<file path="src/rtl/bus_arb_pkg.sv">
`default_nettype none
// +----------------------------------------------------------------------------+
// | Module  : bus_arb_pkg                                                      |
// | Brief   : Shared helpers and types for the bus host arbiter.               |
// | Revision: 1.0                                                              |
// +----------------------------------------------------------------------------+
package bus_arb_pkg;

    // A single host still needs a one-bit index so that vectors never collapse to zero width.
    function automatic int host_idx_w(input int n);
        return (n > 1) ? $clog2(n) : 1;
    endfunction

    localparam int c_DEFAULT_NR_HOSTS = 2;

    typedef logic [host_idx_w(c_DEFAULT_NR_HOSTS)-1:0] host_idx_t;

endpackage
`default_nettype wire

</file>
<file path="src/rtl/bus_arb_rsp_fifo.sv">
`default_nettype none
// +----------------------------------------------------------------------------+
// | Module  : bus_arb_rsp_fifo                                                 |
// | Brief   : Sync FIFO of host indices for outstanding transfers.             |
// | Revision: 1.0                                                              |
// +----------------------------------------------------------------------------+
module bus_arb_rsp_fifo
    import bus_arb_pkg::*;
#(
    parameter int DEPTH = 2,
    parameter int WIDTH = 1
) (
    input  logic             clk_i,
    input  logic             rst_ni,
    input  logic             push_i,
    input  logic [WIDTH-1:0] push_data_i,
    input  logic             pop_i,
    output logic [WIDTH-1:0] head_o,
    output logic             full_o,
    output logic             empty_o
);

    localparam int c_PTR_W = (DEPTH > 1) ? $clog2(DEPTH) : 1;
    localparam int c_CNT_W = $clog2(DEPTH + 1);
    localparam logic [c_PTR_W-1:0] c_LAST_PTR = c_PTR_W'(DEPTH - 1);
    localparam logic [c_CNT_W-1:0] c_DEPTH_CNT = c_CNT_W'(DEPTH);

    logic [WIDTH-1:0]   r_mem [DEPTH];
    logic [c_PTR_W-1:0] r_wr_ptr;
    logic [c_PTR_W-1:0] r_rd_ptr;
    logic [c_CNT_W-1:0] r_count;
    logic               w_do_push;
    logic               w_do_pop;

    assign empty_o   = (r_count == '0);
    assign full_o    = (r_count == c_DEPTH_CNT);
    assign w_do_pop  = pop_i & ~empty_o;
    // A push into a full FIFO is only legal when the head leaves in the same cycle.
    assign w_do_push = push_i & (~full_o | w_do_pop);
    assign head_o    = r_mem[r_rd_ptr];

    always_ff @(posedge clk_i) begin
        if (w_do_push) begin
            r_mem[r_wr_ptr] <= push_data_i;
        end
    end

    always_ff @(posedge clk_i) begin
        if (!rst_ni) begin
            r_wr_ptr <= '0;
            r_rd_ptr <= '0;
            r_count  <= '0;
        end else begin
            if (w_do_push) begin
                r_wr_ptr <= (r_wr_ptr == c_LAST_PTR) ? '0 : r_wr_ptr + 1'b1;
            end
            if (w_do_pop) begin
                r_rd_ptr <= (r_rd_ptr == c_LAST_PTR) ? '0 : r_rd_ptr + 1'b1;
            end
            case ({w_do_push, w_do_pop})
                2'b10:   r_count <= r_count + 1'b1;
                2'b01:   r_count <= r_count - 1'b1;
                default: r_count <= r_count;
            endcase
        end
    end

endmodule
`default_nettype wire

</file>
<file path="src/rtl/bus_host_arbiter.sv">
`default_nettype none
// +----------------------------------------------------------------------------+
// | Module  : bus_host_arbiter                                                 |
// | Brief   : Round-robin arbiter sharing one device port among several hosts. |
// | Revision: 1.0                                                              |
// +----------------------------------------------------------------------------+
module bus_host_arbiter
    import bus_arb_pkg::*;
#(
    parameter int NR_HOSTS        = 2,
    parameter int DATA_WIDTH      = 32,
    parameter int ADDRESS_WIDTH   = 32,
    parameter int MAX_OUTSTANDING = 2
) (
    input  logic                                     clk_i,
    input  logic                                     rst_ni,
    input  logic [NR_HOSTS-1:0]                      host_req_i,
    output logic [NR_HOSTS-1:0]                      host_gnt_o,
    input  logic [NR_HOSTS-1:0][ADDRESS_WIDTH-1:0]   host_addr_i,
    input  logic [NR_HOSTS-1:0]                      host_we_i,
    input  logic [NR_HOSTS-1:0][DATA_WIDTH/8-1:0]    host_be_i,
    input  logic [NR_HOSTS-1:0][DATA_WIDTH-1:0]      host_wdata_i,
    output logic [NR_HOSTS-1:0]                      host_rvalid_o,
    output logic [NR_HOSTS-1:0][DATA_WIDTH-1:0]      host_rdata_o,
    output logic [NR_HOSTS-1:0]                      host_err_o,
    output logic                                     dev_req_o,
    input  logic                                     dev_gnt_i,
    output logic [ADDRESS_WIDTH-1:0]                 dev_addr_o,
    output logic                                     dev_we_o,
    output logic [DATA_WIDTH/8-1:0]                  dev_be_o,
    output logic [DATA_WIDTH-1:0]                    dev_wdata_o,
    input  logic                                     dev_rvalid_i,
    input  logic [DATA_WIDTH-1:0]                    dev_rdata_i,
    input  logic                                     dev_err_i
);

    localparam int c_IDX_W = host_idx_w(NR_HOSTS);
    localparam logic [c_IDX_W-1:0] c_LAST_HOST = c_IDX_W'(NR_HOSTS - 1);

    logic [c_IDX_W-1:0] r_rr_ptr;
    logic [c_IDX_W-1:0] w_winner;
    logic [c_IDX_W-1:0] w_head;
    logic               w_fifo_full;
    logic               w_fifo_empty;
    logic               w_fifo_full_eff;
    logic               w_accept;
    logic               w_pop;

    // Searching downward in offset lets the host closest to the pointer be written last and win.
    always_comb begin : p_winner
        int j;
        j        = 0;
        w_winner = '0;
        for (int i = NR_HOSTS - 1; i >= 0; i--) begin
            j = int'(r_rr_ptr) + i;
            if (j >= NR_HOSTS) begin
                j = j - NR_HOSTS;
            end
            if (host_req_i[j]) begin
                w_winner = c_IDX_W'(j);
            end
        end
    end

    assign w_fifo_full_eff = w_fifo_full & ~dev_rvalid_i;
    assign dev_req_o       = (|host_req_i) & ~w_fifo_full_eff;
    assign w_accept        = dev_req_o & dev_gnt_i;
    assign w_pop           = dev_rvalid_i & ~w_fifo_empty;

    assign dev_addr_o  = host_addr_i[w_winner];
    assign dev_we_o    = host_we_i[w_winner];
    assign dev_be_o    = host_be_i[w_winner];
    assign dev_wdata_o = host_wdata_i[w_winner];

    always_ff @(posedge clk_i) begin
        if (!rst_ni) begin
            r_rr_ptr <= '0;
        end else if (w_accept) begin
            r_rr_ptr <= (w_winner == c_LAST_HOST) ? '0 : w_winner + 1'b1;
        end
    end

    always_comb begin
        host_gnt_o = '0;
        if (w_accept) begin
            host_gnt_o[w_winner] = 1'b1;
        end
    end

    bus_arb_rsp_fifo #(
        .DEPTH (MAX_OUTSTANDING),
        .WIDTH (c_IDX_W)
    ) u_rsp_fifo (
        .clk_i       (clk_i),
        .rst_ni      (rst_ni),
        .push_i      (w_accept),
        .push_data_i (w_winner),
        .pop_i       (w_pop),
        .head_o      (w_head),
        .full_o      (w_fifo_full),
        .empty_o     (w_fifo_empty)
    );

    // A response with nothing outstanding is dropped rather than routed to a stale head.
    always_comb begin
        host_rvalid_o = '0;
        host_err_o    = '0;
        if (w_pop) begin
            host_rvalid_o[w_head] = 1'b1;
            host_err_o[w_head]    = dev_err_i;
        end
    end

    generate
        for (genvar g = 0; g < NR_HOSTS; g++) begin : g_rdata
            assign host_rdata_o[g] = dev_rdata_i;
        end
    endgenerate

    always @(posedge clk_i) begin
        assert (!(rst_ni && dev_rvalid_i && w_fifo_empty))
        else $warning("bus_host_arbiter: response with no outstanding transfer dropped");
    end

endmodule
`default_nettype wire

</file>
<file path="config.mk">
export PLATFORM = sky130hd
export DESIGN_NAME = bus_host_arbiter
export DESIGN_NICKNAME = d
export VERILOG_FILES = /design/src/rtl/bus_arb_pkg.sv /design/src/rtl/bus_arb_rsp_fifo.sv /design/src/rtl/bus_host_arbiter.sv
export SDC_FILE = /design/constraint.sdc
export NUM_CORES = 1
export LEC_CHECK = 0
export ABC_AREA = 1
export BUFFER_PORTS_ARGS = -buffer_cell sky130_fd_sc_hd__buf_4
export CAP_MARGIN = 20
export CELL_PAD_IN_SITES_DETAIL_PLACEMENT = 0
export CELL_PAD_IN_SITES_GLOBAL_PLACEMENT = 1
export CORE_AREA = 3 3 122 124
export CTS_BUF_LIST = sky130_fd_sc_hd__clkbuf_16
export CTS_CLUSTER_DIAMETER = 50
export DETAILED_ROUTE_END_ITERATION = 10
export DIE_AREA = 0 0 125 127
export PLACE_DENSITY_LB_ADDON = 0.1
export SLEW_MARGIN = 20
export SYNTH_ARGS = -nofsm -noshare
export SYNTH_HDL_FRONTEND = slang
export SYNTH_SLANG_ARGS = --single-unit
</file>
<file path="constraint.sdc">
create_clock -name clk_i -period 4.2 [get_ports clk_i]
set_input_delay 0.42 -clock clk_i [delete_from_list [all_inputs] [get_ports clk_i]]
set_output_delay 0.42 -clock clk_i [all_outputs]
set_load 0.005 [all_outputs]
</file>
Yosys cells after proc, flatten, opt, wreduce, memory -nomap -nowiden
Memory sizes are Yosys's and may differ from the RTL's. A register that Yosys moved wholly into a read port is not among the register bits.
Cells that the tools add are included.
- register bits: 5
- RAM bits: 2
- input bits: 177
- output and inout bits: 140
- logic and storage cells: 74
- memories: 1
- memories (memory ; words ; width ; read ports ; clocked after memory_dff ; wr ports ; RTL line ; RTL):
    u_rsp_fifo.r_mem ; 2 ; 1 ; 1 ; 1 ; 1 ; bus_arb_rsp_fifo.sv:28 ; logic [WIDTH-1:0] r_mem [DEPTH];
- add/subtract/negate cells: 8
- order comparisons: 8
- equal/unequal tests: 3
- mux-type cells: 33
- bitwise operators: 12
- reductions and logical operators: 5
- operators with widths (cell ; count):
    32-bit two-way mux ; 6
    32-bit by 3-bit less-than comparator with 1-bit output (second input constant) ; 2
    1-bit two-way mux ; 19
    4-bit two-way mux ; 2
    1-bit bitwise AND ; 6
    2-bit two-way mux ; 3
    2-bit == test (second input constant) ; 2
    1-bit by 2-bit less-than comparator with 1-bit output (second input constant) ; 2
    1-bit NOT ; 4
    2-bit one-hot mux with 2 select lines ; 1
    1-bit adder (second input constant) ; 3
    1-bit by 2-bit subtractor with 3-bit output (second input constant) ; 1
    2-bit by 2-bit subtractor with 3-bit output (second input constant) ; 1
    1-bit by 1-bit adder with 2-bit output (second input constant) ; 1
    2-bit by 1-bit adder with 2-bit output (second input constant) ; 1
    2-bit bitwise AND ; 1
    1-bit demux with 1-bit select ; 2
    2-bit by 1-bit == test with 1-bit output (second input constant) ; 1
    1-bit greater-or-equal comparator (second input constant) ; 2
    1-bit by 2-bit greater-or-equal comparator with 1-bit output (second input constant) ; 1
    2-bit greater-or-equal comparator (second input constant) ; 1
    1-bit logical AND ; 2
    2-bit zero test ; 1
    2-bit nonzero test ; 1
    3 further kinds ; 3

Logic depth before layout (Yosys ltp)
Gate-level depths: netlist of the first run.
- word-level depth: 13
- mapped depth: 8
- mapped depth without buffers: 8

Cells and area by module
A second synthesis of the first run with hierarchy kept.
- cells, all modules: 352
- area total of the unflattened synthesis: 1785.5 um^2
- by module, submodules not included (module ; instances ; cells each ; area each (um^2) ; sequential area each (um^2)):
    bus_host_arbiter ; 1 ; 311 ; 1462.7 ; 20.0
    bus_arb_rsp_fifo ; 1 ; 41 ; 322.8 ; 160.2

Least setup slack after synthesis of the first run
OpenSTA, ideal clock, no wires.
- path kind: input to register
- start point: in host_req_i[0]
- end point: reg u_rsp_fifo.r_count[1]
- library setup time: 115 ps
- data arrival time: 1343 ps
- required time: 4085 ps
- slack: 2742 ps
- cell stages on the path: 7
- cells stage by stage: inv_1 -> nand2_1 -> nand3_2 -> ha_1 -> or2_2 -> a31oi_1 -> nor2_1
- cells in the longest elaborated chain, start to end: 6
- elaborated cells between the ends (all ways): 8
- ends and longest elaborated chain (what ; RTL line ; RTL):
    from (decl) ; bus_host_arbiter.sv:17 ; input logic [NR_HOSTS-1:0] host_req_i,
    2-bit OR reduction * ; bus_host_arbiter.sv:66 ; assign dev_req_o = (|host_req_i) & ~w_fifo_full_eff;
    1-bit bitwise AND * ; bus_host_arbiter.sv:66 ;
    1-bit bitwise AND * ; bus_host_arbiter.sv:67 ; assign w_accept = dev_req_o & dev_gnt_i;
    1-bit bitwise AND * ; bus_arb_rsp_fifo.sv:39 ; assign w_do_push = push_i & (~full_o | w_do_pop);
    2-bit by 1-bit == test with 1-bit output / 2-bit == test (equally long branches) ; bus_arb_rsp_fifo.sv:60 ; case ({w_do_push, w_do_pop})
    2-bit one-hot mux with 2 select lines / 2-bit nonzero test (equally long branches) ; -- ;
    to (signal assigned) ; bus_arb_rsp_fifo.sv:61 ; 2'b10: r_count <= r_count + 1'b1;
    to (signal assigned) ; bus_arb_rsp_fifo.sv:62 ; 2'b01: r_count <= r_count - 1'b1;
    to (signal assigned) ; bus_arb_rsp_fifo.sv:63 ; default: r_count <= r_count;
    to (decl) ; bus_arb_rsp_fifo.sv:31 ; logic [c_CNT_W-1:0] r_count;
Every way passes the cells marked *; elsewhere a longest branch is shown, timed or not.
A chain may end at the register's enable or synchronous reset.

Final worst setup path of the first run
- start point: in host_req_i[0]
- end point: out dev_be_o[1]
- cells in the longest elaborated chain, start to end: 7
- elaborated cells between the ends (all ways): 10
- ends and longest elaborated chain (what ; RTL line ; RTL):
    1-bit two-way mux (implied by the code) (3 in series) ; bus_host_arbiter.sv:59 ; if (host_req_i[j]) begin
    1-bit two-way mux ; bus_host_arbiter.sv:59 ;
    1-bit two-way mux * ; bus_host_arbiter.sv:59 ;
    4-bit two-way mux (implied by the code) * (2 in series) ; bus_host_arbiter.sv:72 ; assign dev_be_o = host_be_i[w_winner];
    to (decl) ; bus_host_arbiter.sv:30 ; output logic [DATA_WIDTH/8-1:0] dev_be_o,
Every way passes the cells marked *; elsewhere a longest branch is shown, timed or not. The select of a mux whose other input is x is not followed.

==> results of run 1 <==
power by group through the flow:
stage / Clock, mW / Combinational (mW) / Sequential, mW
6_report: 0.160 / 0.362 / 0.0978
5_1_grt: 0.170 / 0.406 / 0.0998
4_1_cts: 0.165 / 0.372 / 0.0978
3_5_place_dp: 0 / 0.371 / 0.0990
3_3_place_gp: 0 / 0.371 / 0.0989
2_1_floorplan: 0 / 0.182 / 0.0974
layer usage:
layer / wire [um] / up-vias / track usage (%)
li1: - / 1256 / -
met2: 4330 / 135 / 17.8
met5: 0 / - / 0
met4: 167 / 0 / 2.81
met1: 2890 / 1020 / 9.87
met3: 863 / 16 / 2.59
worst max-delay path: stages:
cell	delay (ns)
buf_4	0.11
inv_1	0.10
o21ai_4	0.06
inv_2	0.52
buf_4	0.45
nand2_1	0.09
nand2_1	0.07
buf_4	0.11
layout by cell type, fill, tap and decap left out, drive strengths merged:
| cell | count |
|---|---|
| nor3 | 2 |
| edfxtp | 2 |
| nand2 | 216 |
| o21ai | 4 |
| or2 | 1 |
| nand4 | 2 |
| nand3 | 2 |
| clkbuf | 3 |
| nor2 | 10 |
| a31oi | 1 |
| inv | 16 |
| dfxtp | 6 |
| ha | 1 |
| buf | 222 |
| a21oi | 3 |
path summary, 6_finish.rpt:
kind / startpoint / end / cells past startpoint
setup / recovery: host_req_i[0] / dev_be_o[1] / 8
hold / removal: u_rsp_fifo.r_rd_ptr / flop / 1
setup reg to reg: u_rsp_fifo.r_count[0] / u_rsp_fifo.r_count[1] / 7
hold reg to reg: u_rsp_fifo.r_rd_ptr / flop / 1
cell type report:
type / instances / area [um^2]
well taps: 180 / 225
multi-input cells: 242 / 957
clock buffers: 3 / 75.1
clock inverters: 1 / 3.75
fillers: 1631 / 10700
repair buffers: 222 / 1670
inverters: 15 / 56.3
flip-flops and latches: 8 / 180
cells by family (layout without fill, tap and decap cells):
| kind of cell | count (synthesis) | in the layout | synth area share (%) |
|---|---|---|---|
| AO/OA/AOI/OAI | 8 | 8 | 3.01 |
| adder cells (fa/ha/maj) | 1 | 1 | 0.717 |
| buffers and inverters | 93 | 241 | 34.8 |
| flip-flops | 8 | 8 | 10.3 |
| AND/OR/NAND/NOR | 233 | 233 | 51.1 |
cells in the mapped netlist:
cell type / n
o21ai_4: 1
a21oi_1: 3
nand2_1: 216
inv_2: 1
nor3_1: 2
o21ai_0: 3
nand3_2: 1
or2_2: 1
ha_1: 1
edfxtp_1: 2
buf_2: 14
inv_1: 14
dfxtp_1: 6
nor2_1: 10
buf_4: 64
a31oi_1: 1
nand4_1: 2
nand3_1: 1
==> metrics.csv, run 1 <==
stage,metric,value,unit
critical_path,crit_path_max_fanout,41,
place,place_hpwl,6.75,mm
cts,ctsResizeCount,0,
route,via_count,2427,
yosys,synth_nets,521,
sta,worst_pin_slew,0.750,ns
cts,h-tree-depth,1,
route,drc,0,
yosys,synth_cells,343,
yosys,yosysSeqAreaShare,10.3,%
route,drt_iter0_drc,72,
floorplanning,die_h,127,um
pwr,p_sw,0.197,mW
sta,slew_headroom,50.0,%
yosys,synth_cell_types,18,
critical_path,arrival,1.99,ns
floorplanning,fp.coreArea,13900,um^2
finish,final_area,3160,um^2
finish,finalNonFillerCells,671,
yosys,yosys-top-cells-area,"nand2_1 (46%), buf_4 (28%), dfxtp_1 (6.9%), buf_2 (4.0%), edfxtp_1 (3.4%)",
place,placed_area,3090,um^2
sta,slew_violations,0,
yosys,yosysTopAreaCell,nand2_1,
cts,clockBufferDepth,2,
cts,clkLatencyLatePin,0.23,ns
global_route,grt_remaining_overflow,0,
route,dr.pass1.iters,4,
sta,fmax,415,MHz
route,ant_nets,0,
sta,holdWs,0.452,ns
pwr,p_comb_share,58.4,%
floorplanning,std_cell_rows,43,
sta,layout_min_cycle_time,2.41,ns
global_route,antenna_found_initial,0,
critical_path,start_kind,input port,
pwr,ir_worst_vdd,0.0955,mV
floorplanning,dieWidth,125,um
global_route,grt_pass1_wl,12.1,mm
cts,cts_sinks,8,
pwr,switching_share,31.7,%
cts,cts_setup_buffers,0,
critical_path,end_kind,output port,
route,vias_per_cell,3.62,
pwr,p_int,0.424,mW
global_route,grt_util_all_layers,9.29,%
yosys,avgSynthCellArea,5.09,um^2
pwr,power.density,196,nW/um^2
route,routed_wl,8.25,mm
floorplanning,io-pin-count,317,
global_route,grt_max_degree,71,
cts,clockRootBuffer,clkbuf_16,
finish,syn_to_final_growth,81.4,%
critical_path,reg2reg_slack,2.64,ns
finish,diodes,0,
pwr,clockPowerShare,25.9,%
yosys,yosys_warnings,0,
critical_path,cp.required,3.78,ns
sta,rsz0062_at_grt,false,
outcome,status,"complete, no violations",
finish,final_net_count,670,
pwr,total_power,0.621,mW
cts,cts_tree,yes,
place,io_buffers,220,
pwr,p_leak,1.94,nW
yosys,ys_seq_elements,8,
job,drv_cap,0,
floorplanning,fp.dieArea,15900,um^2
sta,setup_viol,0,
place,dp_cells,667,
sta,setup_slack,1.79,ns
yosys,syn-cell-area,1740,um^2
finish,utilization,22.8,%
route,wl_per_cell,12.3,um
yosys,synth_top_area_share,46.5,%
sta,hold_viol,0,
place,pre_cts_ws,1.70,ns
cts,cts_hold_buf,0,
pwr,p_seq_share,15.8,%
global_route,grt_pass1_vias,2417,
floorplanning,start_util,12.6,%
sta,skew,0.00128,ns
cts,cts.clk_slew.worst_paths,0.04,ns
cts,cts_buffers,3,
critical_path,critical_path_class,input port to output port,
finish,drive_above_1_share,46.6,%
sta,fin_crit_sh,57.3,%
place,place_congestion,0.775,
sta,final.setup.tns,0,ns
hold_path,hold_path.class,flop to flop,
Note: power is estimated with default switching activity, not from simulation.
==> inputs of run 2 (changes only) <==
Settings changed: CORE_AREA 3 3 122 124 to 3 3 123 125, DIE_AREA 0 0 125 127 to 0 0 126 128.
Clock period 4.2 ns to 2.4 ns, I/O delays scaled along.
==> metrics.csv, run 2 (synthesis gave the netlist of run 1 again) <==
stage,metric,value,unit
critical_path,crit_chain,o21ai_4 -> buf_4 -> nand2_1 -> nand2_1 -> buf_4,
sta,worst_pin_slew,0.508,ns
critical_path,start_kind,flop,
route,drt_iter0_drc,53,
floorplanning,die_h,128,um
global_route,grt_max_degree,47,
pwr,ir_worst_vdd,0.160,mV
sta,layout_min_cycle_time,1.81,ns
critical_path,cp.required,2.16,ns
global_route,grt_remaining_overflow,0,
floorplanning,fp.dieArea,16100,um^2
route,dr.pass1.iters,4,
sta,hold_viol,0,
finish,drive_above_1_share,46.9,%
cts,cts_hold_buf,0,
sta,skew,0.00284,ns
finish,final_net_count,672,
global_route,grt_pass1_vias,2391,
floorplanning,dieWidth,126,um
finish,mostFrequentLayoutCell,buf_4,
global_route,grt_util_all_layers,8.83,%
pwr,power.density,343,nW/um^2
cts,ctsResizeCount,0,
cts,clkLatencyLatePin,0.23,ns
floorplanning,start_util,12.5,%
route,wl_per_cell,11.8,um
critical_path,crit_path_max_fanout,46,
place,io_buffers,220,
global_route,grt_pass1_wl,11.6,mm
cts,cts_sinks,8,
floorplanning,fp.coreArea,14000,um^2
cts,cts.clk_slew.worst_paths,0.04,ns
route,ant_nets,0,
pwr,p_leak,1.95,nW
sta,setup_viol,0,
route,drc,0,
cts,cts_buffers,3,
critical_path,end_kind,output port,
critical_path,slowest_delay,0.46,ns
sta,slew_violations,0,
sta,rsz0062_at_grt,false,
cts,clockBufferDepth,2,
cts,h-tree-depth,1,
sta,fmax,552,MHz
cts,cts_tree,yes,
floorplanning,std_cell_rows,43,
global_route,antenna_found_initial,0,
outcome,status,"complete, no violations",
sta,setup_slack,0.589,ns
finish,syn_to_final_growth,82.3,%
cts,clockRootBuffer,clkbuf_16,
sta,final.setup.tns,0,ns
pwr,total_power,1.09,mW
sta,fin_crit_sh,75.5,%
finish,diodes,0,
route,routed_wl,7.95,mm
place,place_hpwl,6.55,mm
route,vias_per_cell,3.63,
floorplanning,io-pin-count,317,
hold_path,hold_path.class,input port to flop,
place,pre_cts_ws,0.746,ns
route,via_count,2442,
finish,final_cell_mix,"buf_4 (224), nand2_1 (216), inv_1 (15), nor2_1 (10), dfxtp_1 (6)",
critical_path,critical_path_buf_inv_count,2,
finish,utilization,22.7,%
critical_path,critical_path_class,flop to output port,
critical_path,crit_family,buffers and inverters,
critical_path,arrival,1.57,ns
job,drv_cap,0,
cts,cts_setup_buffers,0,
sta,slew_headroom,66.1,%
critical_path,reg2reg_slack,0.85,ns
critical_path,cp_slowest_cell,buf_4,
place,place_congestion,0.729,
-- run 2: cell types whose count changed in the layout (fill, tap and decap cells not counted), sizes merged --
cell,change
buf,+2
-- run 2: worst reg2reg max path, cell delays in order (launching register included) --
cell     delay (ns)
dfxtp_1        0.35
inv_1          0.08
nand3_1        0.13
nand3_2        0.16
ha_1           0.24
or2_2          0.29
a31oi_1        0.14
nor2_1         0.06
-- run 2: power by group --
group	internal, mW	total (mW)	switching [mW]
Sequential	0.158	0.172	0.0133
Clock	0.217	0.285	0.0681
Combinational	0.369	0.633	0.264
-- run 2: final timing paths --
check,end,startpoint,cells past startpoint
max,dev_we_o,r_rr_ptr,5
min,r_rr_ptr,rst_ni,3
max reg2reg,u_rsp_fifo.r_count[1],u_rsp_fifo.r_count[0],7
min reg2reg,u_rsp_fifo.r_rd_ptr,u_rsp_fifo.r_rd_ptr,1
-- run 2: area by class of cell --
type	count	area, um^2
clock buffers	3	75.1
well taps	180	225
inverters	15	56.3
flip-flops and latches	8	180
clock inverters	1	3.75
fillers	1619	10800
multi-input cells	242	957
repair buffers	224	1680
-- run 2: routing by layer --
metal	part of all wire [%]	wire, um	track usage [%]	up-vias
met1	31	2460	7.99	1024
met5	0	0	0	-
met3	12	967	3.13	20
met4	1.9	148	2.59	0
li1	-	-	-	1256
met2	55	4380	18.2	142
-- run 2: metrics by stage --
step	instances	instance area [um^2]	hold slack (ns)
4_1_cts	673	3180	0.278
2_1_floorplan	343	1740	0.360
3_3_place_gp	669	3100	0.442
6_report	673	3180	0.276
3_5_place_dp	669	3100	0.455
5_1_grt	673	3180	0.302
